## src/rtl/fixed_subframe_sequencer_pkg.sv

```systemverilog
// Shared types and default widths for the FLAC FIXED subframe sequencer.
package fixed_subframe_sequencer_pkg;

  localparam int unsigned DataWidth  = 16;
  localparam int unsigned BlockWidth = 16;
  localparam int unsigned MaxOrder   = 4;
  localparam int unsigned OrderWidth = 4;

  typedef enum logic [1:0] {
    StIdle,
    StClear,
    StRun,
    StDrain
  } seq_state_e;

endpackage

```

## src/rtl/fixed_subframe_sequencer_sat_counter16.sv

```systemverilog
// 16-bit saturating event counter with synchronous clear; used for stall statistics.
module sat_counter16 (
  input  logic        iClock,
  input  logic        iReset,
  input  logic        iClear,
  input  logic        iEnable,
  output logic [15:0] oCount
);

  logic [15:0] count_q, count_d;

  always_comb begin
    count_d = count_q;
    if (iClear) begin
      count_d = '0;
    end else if (iEnable && (count_q != 16'hFFFF)) begin
      count_d = count_q + 16'd1;
    end
  end

  always_ff @(posedge iClock) begin
    if (iReset) begin
      count_q <= '0;
    end else begin
      count_q <= count_d;
    end
  end

  assign oCount = count_q;

endmodule

```

## src/rtl/fixed_subframe_sequencer.sv

```systemverilog
// Sequences one FLAC FIXED subframe into the fixed-predictor decode pipe.
// Define FIXED_SEQ_STATS_EN to add the oStallCycles input-starvation counter.
module fixed_subframe_sequencer
  import fixed_subframe_sequencer_pkg::*;
#(
  parameter int unsigned DATA_W    = DataWidth,
  parameter int unsigned BLOCK_W   = BlockWidth,
  parameter int unsigned MAX_ORDER = MaxOrder
) (
  input  logic                  iClock,
  input  logic                  iReset,
  input  logic                  iStart,
  input  logic [OrderWidth-1:0] iOrder,
  input  logic [BLOCK_W-1:0]    iBlockSize,
  input  logic [DATA_W-1:0]     iSample,
  input  logic                  iSampleValid,
  output logic                  oSampleReady,
  output logic                  oPipeReset,
  output logic                  oPipeEnable,
  output logic [OrderWidth-1:0] oPipeOrder,
  output logic [DATA_W-1:0]     oPipeSample,
  input  logic [DATA_W-1:0]     iPipeData,
  output logic [DATA_W-1:0]     oData,
  output logic                  oDataValid,
  output logic                  oBusy,
  output logic                  oDone,
  output logic                  oError
`ifdef FIXED_SEQ_STATS_EN
  ,
  output logic [15:0]           oStallCycles
`endif
);

  seq_state_e            state_q, state_d;
  logic [OrderWidth-1:0] order_q, order_d;
  logic [BLOCK_W-1:0]    size_q, size_d;
  logic [BLOCK_W-1:0]    remaining_q, remaining_d;
  logic                  data_valid_q;
  logic                  done_q, done_d;
  logic                  error_q, error_d;
  logic                  start_bad;

  assign start_bad = (32'(iOrder) > MAX_ORDER) || (iBlockSize == '0);

  always_comb begin
    state_d      = state_q;
    order_d      = order_q;
    size_d       = size_q;
    remaining_d  = remaining_q;
    done_d       = 1'b0;
    error_d      = 1'b0;
    oSampleReady = 1'b0;
    oPipeReset   = 1'b0;
    oPipeEnable  = 1'b0;
    unique case (state_q)
      StIdle: begin
        if (iStart) begin
          if (start_bad) begin
            error_d = 1'b1;
          end else begin
            order_d = iOrder;
            size_d  = iBlockSize;
            state_d = StClear;
          end
        end
      end
      StClear: begin
        oPipeReset  = 1'b1;
        remaining_d = size_q;
        state_d     = StRun;
      end
      StRun: begin
        oSampleReady = 1'b1;
        if (iSampleValid) begin
          oPipeEnable = 1'b1;
          remaining_d = remaining_q - BLOCK_W'(1);
          if (remaining_q == BLOCK_W'(1)) begin
            state_d = StDrain;
          end
        end
      end
      StDrain: begin
        // Last decoded sample is presented this cycle; done follows in IDLE.
        done_d  = 1'b1;
        state_d = StIdle;
      end
      default: state_d = StIdle;
    endcase
  end

  always_ff @(posedge iClock) begin
    if (iReset) begin
      state_q      <= StIdle;
      order_q      <= '0;
      size_q       <= '0;
      remaining_q  <= '0;
      data_valid_q <= 1'b0;
      done_q       <= 1'b0;
      error_q      <= 1'b0;
    end else begin
      state_q      <= state_d;
      order_q      <= order_d;
      size_q       <= size_d;
      remaining_q  <= remaining_d;
      data_valid_q <= oPipeEnable;
      done_q       <= done_d;
      error_q      <= error_d;
    end
  end

  assign oPipeOrder  = order_q;
  assign oPipeSample = iSample;
  assign oData       = iPipeData;
  assign oDataValid  = data_valid_q;
  assign oBusy       = (state_q != StIdle);
  assign oDone       = done_q;
  assign oError      = error_q;

`ifdef FIXED_SEQ_STATS_EN
  sat_counter16 u_stall_counter (
    .iClock (iClock),
    .iReset (iReset),
    .iClear ((state_q == StIdle) && (state_d == StClear)),
    .iEnable((state_q == StRun) && !iSampleValid),
    .oCount (oStallCycles)
  );
`endif

endmodule

```

## config.mk

```make
export PLATFORM = sky130hd
export DESIGN_NAME = fixed_subframe_sequencer
export DESIGN_NICKNAME = d
export VERILOG_FILES = /design/src/rtl/fixed_subframe_sequencer_pkg.sv /design/src/rtl/fixed_subframe_sequencer_sat_counter16.sv /design/src/rtl/fixed_subframe_sequencer.sv
export SDC_FILE = /design/constraint.sdc
export NUM_CORES = 1
export LEC_CHECK = 0
export CAP_MARGIN = 20
export CORE_ASPECT_RATIO = 0.8
export CORE_UTILIZATION = 44
export CTS_BUF_LIST = sky130_fd_sc_hd__clkbuf_2 sky130_fd_sc_hd__clkbuf_4 sky130_fd_sc_hd__clkbuf_8
export DETAILED_ROUTE_END_ITERATION = 10
export GPL_ROUTABILITY_DRIVEN = 0
export GPL_TIMING_DRIVEN = 0
export PLACE_DENSITY = 0.83
export REMOVE_ABC_BUFFERS = 1
export SYNTH_ARGS = -nofsm -noshare
export SYNTH_HDL_FRONTEND = slang
export SYNTH_SLANG_ARGS = --single-unit
```

## constraint.sdc

```tcl
create_clock -name iClock -period 2 [get_ports iClock]
set_input_delay 0.3 -clock iClock [delete_from_list [all_inputs] [get_ports iClock]]
set_output_delay 0.3 -clock iClock [all_outputs]
set_load 0.05 [all_outputs]
```

==> results of run 1 <==
-- layer usage --
layer | GRT usage | routed length, um | up-vias
met1 | 0.295 | 2820 | 937
li1 | - | - | 906
met4 | 0.0517 | 87 | 0
met3 | 0.139 | 850 | 10
met5 | 0.0707 | 0 | -
met2 | 0.333 | 2810 | 124
-- flip-flops by register name, summed over array words and instances (netlist names) --
name,flops
remaining_q,16
size_q,16
oPipeOrder,4
state_q,2
oDataValid,1
oDone,1
oError,1
-- logic make-up (layout without fill, tap and decap cells) --
logic type / after synthesis / count (layout) / synth area share
and+or+nand+nor: 88 / 88 / 0.206
buffers and inverters: 51 / 59 / 0.148
AOI/OAI and AO/OA: 49 / 49 / 0.144
DFF: 41 / 41 / 0.356
muxes: 24 / 24 / 0.105
adders and majority gates: 7 / 7 / 0.0380
xor gates and xnor gates: 1 / 1 / 0.00380
-- metrics by stage --
step	setup TNS [ns]	hold slack (ns)
final	0	0.471
after global routing	-0.0809	0.485
after CTS	0	0.470
after detailed placement	-20.31	0.451
after global placement	-29.81	0.445
after floorplan	-8.80	0.366
-- power groups by stage --
stage	Sequential (mW)	Clock [mW]	Combinational (mW)
finish	1.11	0.684	2.00
global route	1.12	0.725	2.15
CTS	1.10	0.691	1.83
detailed placement	1.11	0	1.76
global placement	1.10	0	1.72
floorplan	1.12	0	1.32
-- timing repair --
item / in CTS / in global routing
setup endpoints to repair: 40 / 13
setup buffers: 5 / 4
resized for setup: 14 / 7
endpoints found under the hold margin: 0 / 0
pin swaps: 2 / 0
-- area by class of cell --
type	count	area [um^2]
Clock buffer	6	76.3
Clock inverter	2	38.8
Fill cell	444	2380
Inverter	7	30.0
Multi-Input combinational cell	169	1200
Sequential cell	41	821
Tap cell	62	77.6
Timing Repair Buffer	44	418
-- cells in the final DEF (no fill, tap or decap), drive strengths merged, types with 2 or more instances in the layout --
cell type      instances
or2                    2
dfxtp                 41
nor3b                  2
nor2                  37
a221oi                 4
ha                     7
a31oi                  3
nand2b                 2
a21o                   3
clkbuf                 7
o21ai                  6
nor2b                  3
o21a                   2
buf                   12
nand2                 16
a21oi                 14
nand4                  4
o31ai                  2
mux2i                 23
a211oi                 3
nor4                   8
clkdlybuf4s50         29
dlygate4sd2            2
inv                    6
nor3                   5
o22ai                  3
and2                   2
nand3                  3
nand4b                 2
-- worst paths after layout --
| check | startpoint | endpoint | slack [ns] | cells past startpoint |
|---|---|---|---|---|
| max | iBlockSize[0] | size_q[10] | 0.0002 | 7 |
| min | remaining_q[11] | remaining_q[11] | 0.47 | 1 |
| max reg2reg | state_q[0] | remaining_q[13] | 0.04 | 9 |
| min reg2reg | remaining_q[11] | remaining_q[11] | 0.47 | 1 |
==> impl_metrics.tcl, run 1 <==
set metrics [dict create \
    run_status "completed" \
    cp_num_buf_inv 2 \
    antenna_found_initial 0 \
    grt.total_usage 0.234 \
    netlist_area_um2 2310 \
    power.total_mw 3.79 \
    critPathLaunchType "input pin" \
    drv_slew 0 \
    grt_pass1_wl_mm 9.90 \
    yosys_warnings 0 \
    fin_skew_ns 0.00535 \
    finalNonFillerCells 331 \
    post-synth-top-count-cell "dfxtp_1" \
    routed_via_density 5.97 \
    grt_max_degree 45 \
    initial_core_util 0.458 \
    ir_drop_v 0.000552 \
    switchingPower_mw 1.62 \
    path_cells "clkdlybuf4s50_1, nor4_2, nand4_1, nand4_1, buf_8, mux2i_1, nor2_1" \
    worst_path_max_delay_cell "clkdlybuf4s50_1" \
    die_w_um 83.0 \
    sw_frac_of_total 0.428 \
    port_buffers 34 \
    ys_ff_latch 41 \
    utilization 0.528 \
    clock.fmax_mhz 500 \
    synth_edf_count 0 \
    layout_setup_ws_ns 0.000229 \
    clk_pin_slew_ns 0.08 \
    drive_above_1_share 0.149 \
    p_comb_frac 0.528 \
    root_buffer "clkbuf_8" \
    slowest_delay_ns 0.45 \
    yosysUniqueCellTypes 49 \
    fin_crit_sh 1.00 \
    cellInternalPower_mw 2.17 \
    slew_headroom 0.466 \
    cp.arrival_ns 2.16 \
    pwr-share-seq 0.291 \
    grt_pass1_vias 1782 \
    power_density_nw_per_um2 1430 \
    num_vias 1977 \
    diodes 0 \
    async_reset_ff_frac 0 \
    totalWireLength_mm 6.57 \
    p_clk_frac 0.180 \
    drtPass1Iterations 5 \
    p_leak_nw 1.11 \
    post_drt_wl_per_cell_um 19.8 \
    min_path_type "reg2reg" \
    synthCells 261 \
    clkLatencyLatePin_ns 0.30 \
    numCtsBuffers 5 \
    max_cap_viol_count 0 \
    setup_viol 0 \
    crit_path_frequent_cell "nand4_1" \
    avgSynthCellArea_um2 8.84 \
    fp.dieH_um 66.8 \
    synth_top_area_cell "dfxtp_1" \
    synth_area_leaders "dfxtp_1 (36%), buf_4 (10%), mux2i_1 (10%)" \
    die_area_um2 5540 \
    dp_hpwl_mm 4.43 \
    clock_path_buffers 2 \
    grt-ovfl-total 0 \
    rows 23 \
    dp_worst_setup_slack_ns -1.04 \
    period_minus_slack_ns 2.00 \
    core-area_um2 5040 \
    worst_setup_path_end_kind "flop" \
    worst_ep_required_time_ns 2.16 \
    hold_viol 0 \
    dp.cells 314 \
    yosysTopAreaCellShare 0.356 \
    syn2layout_area_growth_pct 15.3 \
    yosys_most_used_dff "dfxtp_1" \
    worst_pin_slew_ns 0.801 \
    yosysSeqAreaShare 0.356 \
    postPlaceCellArea_um2 2420 \
    cts_tree "built" \
    post-route-drc-count 0 \
    ant_nets 0 \
    cts_num_sinks 41 \
    worstPathMaxFanout 14 \
    postLayoutCellArea_um2 2660 \
    num_io_pins 99 \
    netlist_top_cells_count "dfxtp_1 (41), nor2_1 (37), buf_4 (32)" \
    htreeDepth 2 \
    drt_iter0_markers 234 \
    path_class "in2reg" \
    nNetsFinal 331 \
    cp_top_family "simple AND/OR/NAND/NOR gates" \
    cts_hold_buf 0 \
]
No activity file was read; power rests on OpenSTA's default activity.
==> run 2, diff against run 1 <==
- CORE_UTILIZATION: 44 -> 40
- PLACE_DENSITY: 0.83 -> 0.79
- clock period: 2 -> 1.61 ns (I/O delays scaled with it)
==> impl_metrics.tcl, run 2 (synthesis results as in run 1) <==
set metrics [dict create \
    run_status "finished, violations left" \
    failed_checks "setup timing" \
    use_met2 0.353 \
    hold_slack_ns 0.246 \
    worst_path_max_delay_cell "dfxtp_2" \
    path_class "reg2reg" \
    fin_crit_sh 1.06 \
    grt.total_usage 0.251 \
    p_clk_frac 0.168 \
    root_buffer "clkbuf_8" \
    drt_iter0_markers 246 \
    clk_pin_slew_ns 0.08 \
    final_cell_mix "nor2_1 (35), dfxtp_1 (35), buf_4 (33)" \
    cp.arrival_ns 1.91 \
    pwr-share-seq 0.240 \
    core-area_um2 5500 \
    max_cap_viol_count 0 \
    cts_hold_buf 0 \
    p_leak_nw 1.36 \
    critPathLaunchType "flop" \
    grt_pass1_wl_mm 11.3 \
    grt-ovfl-total 0 \
    htreeDepth 2 \
    worstPathMaxFanout 8 \
    syn2layout_area_growth_pct 33.5 \
    cellInternalPower_mw 3.42 \
    post_drt_wl_per_cell_um 20.8 \
    slew_headroom 0.440 \
    initial_core_util 0.420 \
    grt_pass1_vias 2093 \
    num-fill-cells 454 \
    die_area_um2 6080 \
    drive_above_1_share 0.337 \
    utilization 0.561 \
    num_vias 2233 \
    min_path_type "in2reg" \
    antenna_found_initial 0 \
    rrSetupSlack_ns -0.09 \
    period_minus_slack_ns 1.70 \
    path_cells "inv_4, ha_4, buf_12, nor2b_4, buf_4, nor2_4, a21oi_1, nor2_1, a211oi_2" \
    fin_skew_ns 0.00887 \
    setup_viol 7 \
    worst_ep_required_time_ns 1.82 \
    totalWireLength_mm 7.80 \
    drv_slew 0 \
    grt_use_met1 0.319 \
    clock.fmax_mhz 588 \
    worst_setup_path_end_kind "flop" \
    fp.dieH_um 69.9 \
    port_buffers 34 \
    nNetsFinal 359 \
    p_comb_frac 0.592 \
    numCtsBuffers 5 \
    drtPass1Iterations 5 \
    rows 24 \
    post-route-drc-count 0 \
    diodes 0 \
    ir_drop_v 0.000660 \
    fin_setup_tns_ns -0.287 \
    power_density_nw_per_um2 1900 \
    dp_hpwl_mm 4.42 \
    ant_nets 0 \
    cts_tree "built" \
    layout_setup_ws_ns -0.0916 \
    sw_frac_of_total 0.417 \
    die_w_um 86.9 \
    cts_num_sinks 41 \
    switchingPower_mw 2.44 \
    clock_path_buffers 2 \
    rsz0062_at_grt "yes" \
    routed_via_density 5.95 \
    worst_pin_slew_ns 0.840 \
    num_io_pins 99 \
    grt.busiest_layer "met2" \
    postLayoutCellArea_um2 3080 \
    clkLatencyLatePin_ns 0.30 \
    hold_viol 0 \
    grt_max_degree 45 \
    postPlaceCellArea_um2 2440 \
    cp_num_buf_inv 3 \
    slowest_delay_ns 0.36 \
    grtUsageMet3 0.143 \
    cp_top_family "compound AO/OA/AOI/OAI gates" \
]
[run 2: cell types whose count changed in the layout (fill, tap and decap cells not counted), sizes merged]
| cell | delta |
|---|---|
| clkdlybuf4s15 | +1 |
| bufinv | +1 |
| buf | +28 |
| dlygate4sd2 | +20 |
| clkbuf | +2 |
| clkdlybuf4s50 | -24 |
[run 2: layer usage]
metal	up-vias	part of all wire
met5	-	0
met4	0	0.024
met3	27	0.13
met2	170	0.44
met1	1070	0.41
li1	966	-
[run 2: worst reg2reg max path, delay by kind of cell, from the launching register on]
kind / cells / cell delay (ns)
AND/OR/NAND/NOR: 3 / 0.34
buffers and inverters: 3 / 0.35
flip-flops: 1 / 0.36
adder cells (fa/ha/maj): 1 / 0.19
AO/OA/AOI/OAI: 2 / 0.37
[run 2: path summary, 6_finish.rpt]
| path | start | to | cells past startpoint |
|---|---|---|---|
| min | iBlockSize[7] | size_q[7] | 3 |
| max | state_q[0] | remaining_q[4] | 9 |
| min reg2reg | remaining_q[11] | remaining_q[11] | 1 |
| max reg2reg | state_q[0] | remaining_q[4] | 9 |
[run 2: cell type report]
class,count,area (um^2),share of cell area
flip-flops and latches,41,833,0.271
well taps,78,97.6,0.0317
inverters,7,32.5,0.0106
clock buffers,5,68.8,0.0223
clock inverters,3,65.1,0.0211
repair buffers,72,629,0.204
multi-input cells,169,1350,0.439
[run 2: power groups by stage]
stage          registers (mW)  logic (mW)  clock network [mW]
6_report                 1.41        3.47               0.986
3_5_place_dp             1.38        2.20                   0
2_1_floorplan            1.39        1.64                   0
3_3_place_gp             1.37        2.15                   0
4_1_cts                  1.36        2.79               0.998
5_1_grt                  1.42        3.65                1.05
[run 2: metrics by stage]
| step | power (mW) | setup slack [ns] | std cells |
|---|---|---|---|
| floorplan | 3.02 | -1.14 | 217 |
| global placement | 3.51 | -1.43 | 329 |
| detailed placement | 3.57 | -1.49 | 330 |
| CTS | 5.15 | 0.00141 | 362 |
| global route | 6.12 | -0.126 | 375 |
| finish | 5.86 | -0.0916 | 375 |
[run 2: what timing repair did]
action | in CTS | in global routing
setup endpoints to repair | 50 | 36
hold endpoints to repair | 0 | 0
cloned | 1 | 0
pin swaps | 13 | 18
resized for setup | 75 | 31
buffers inserted | 23 | 13
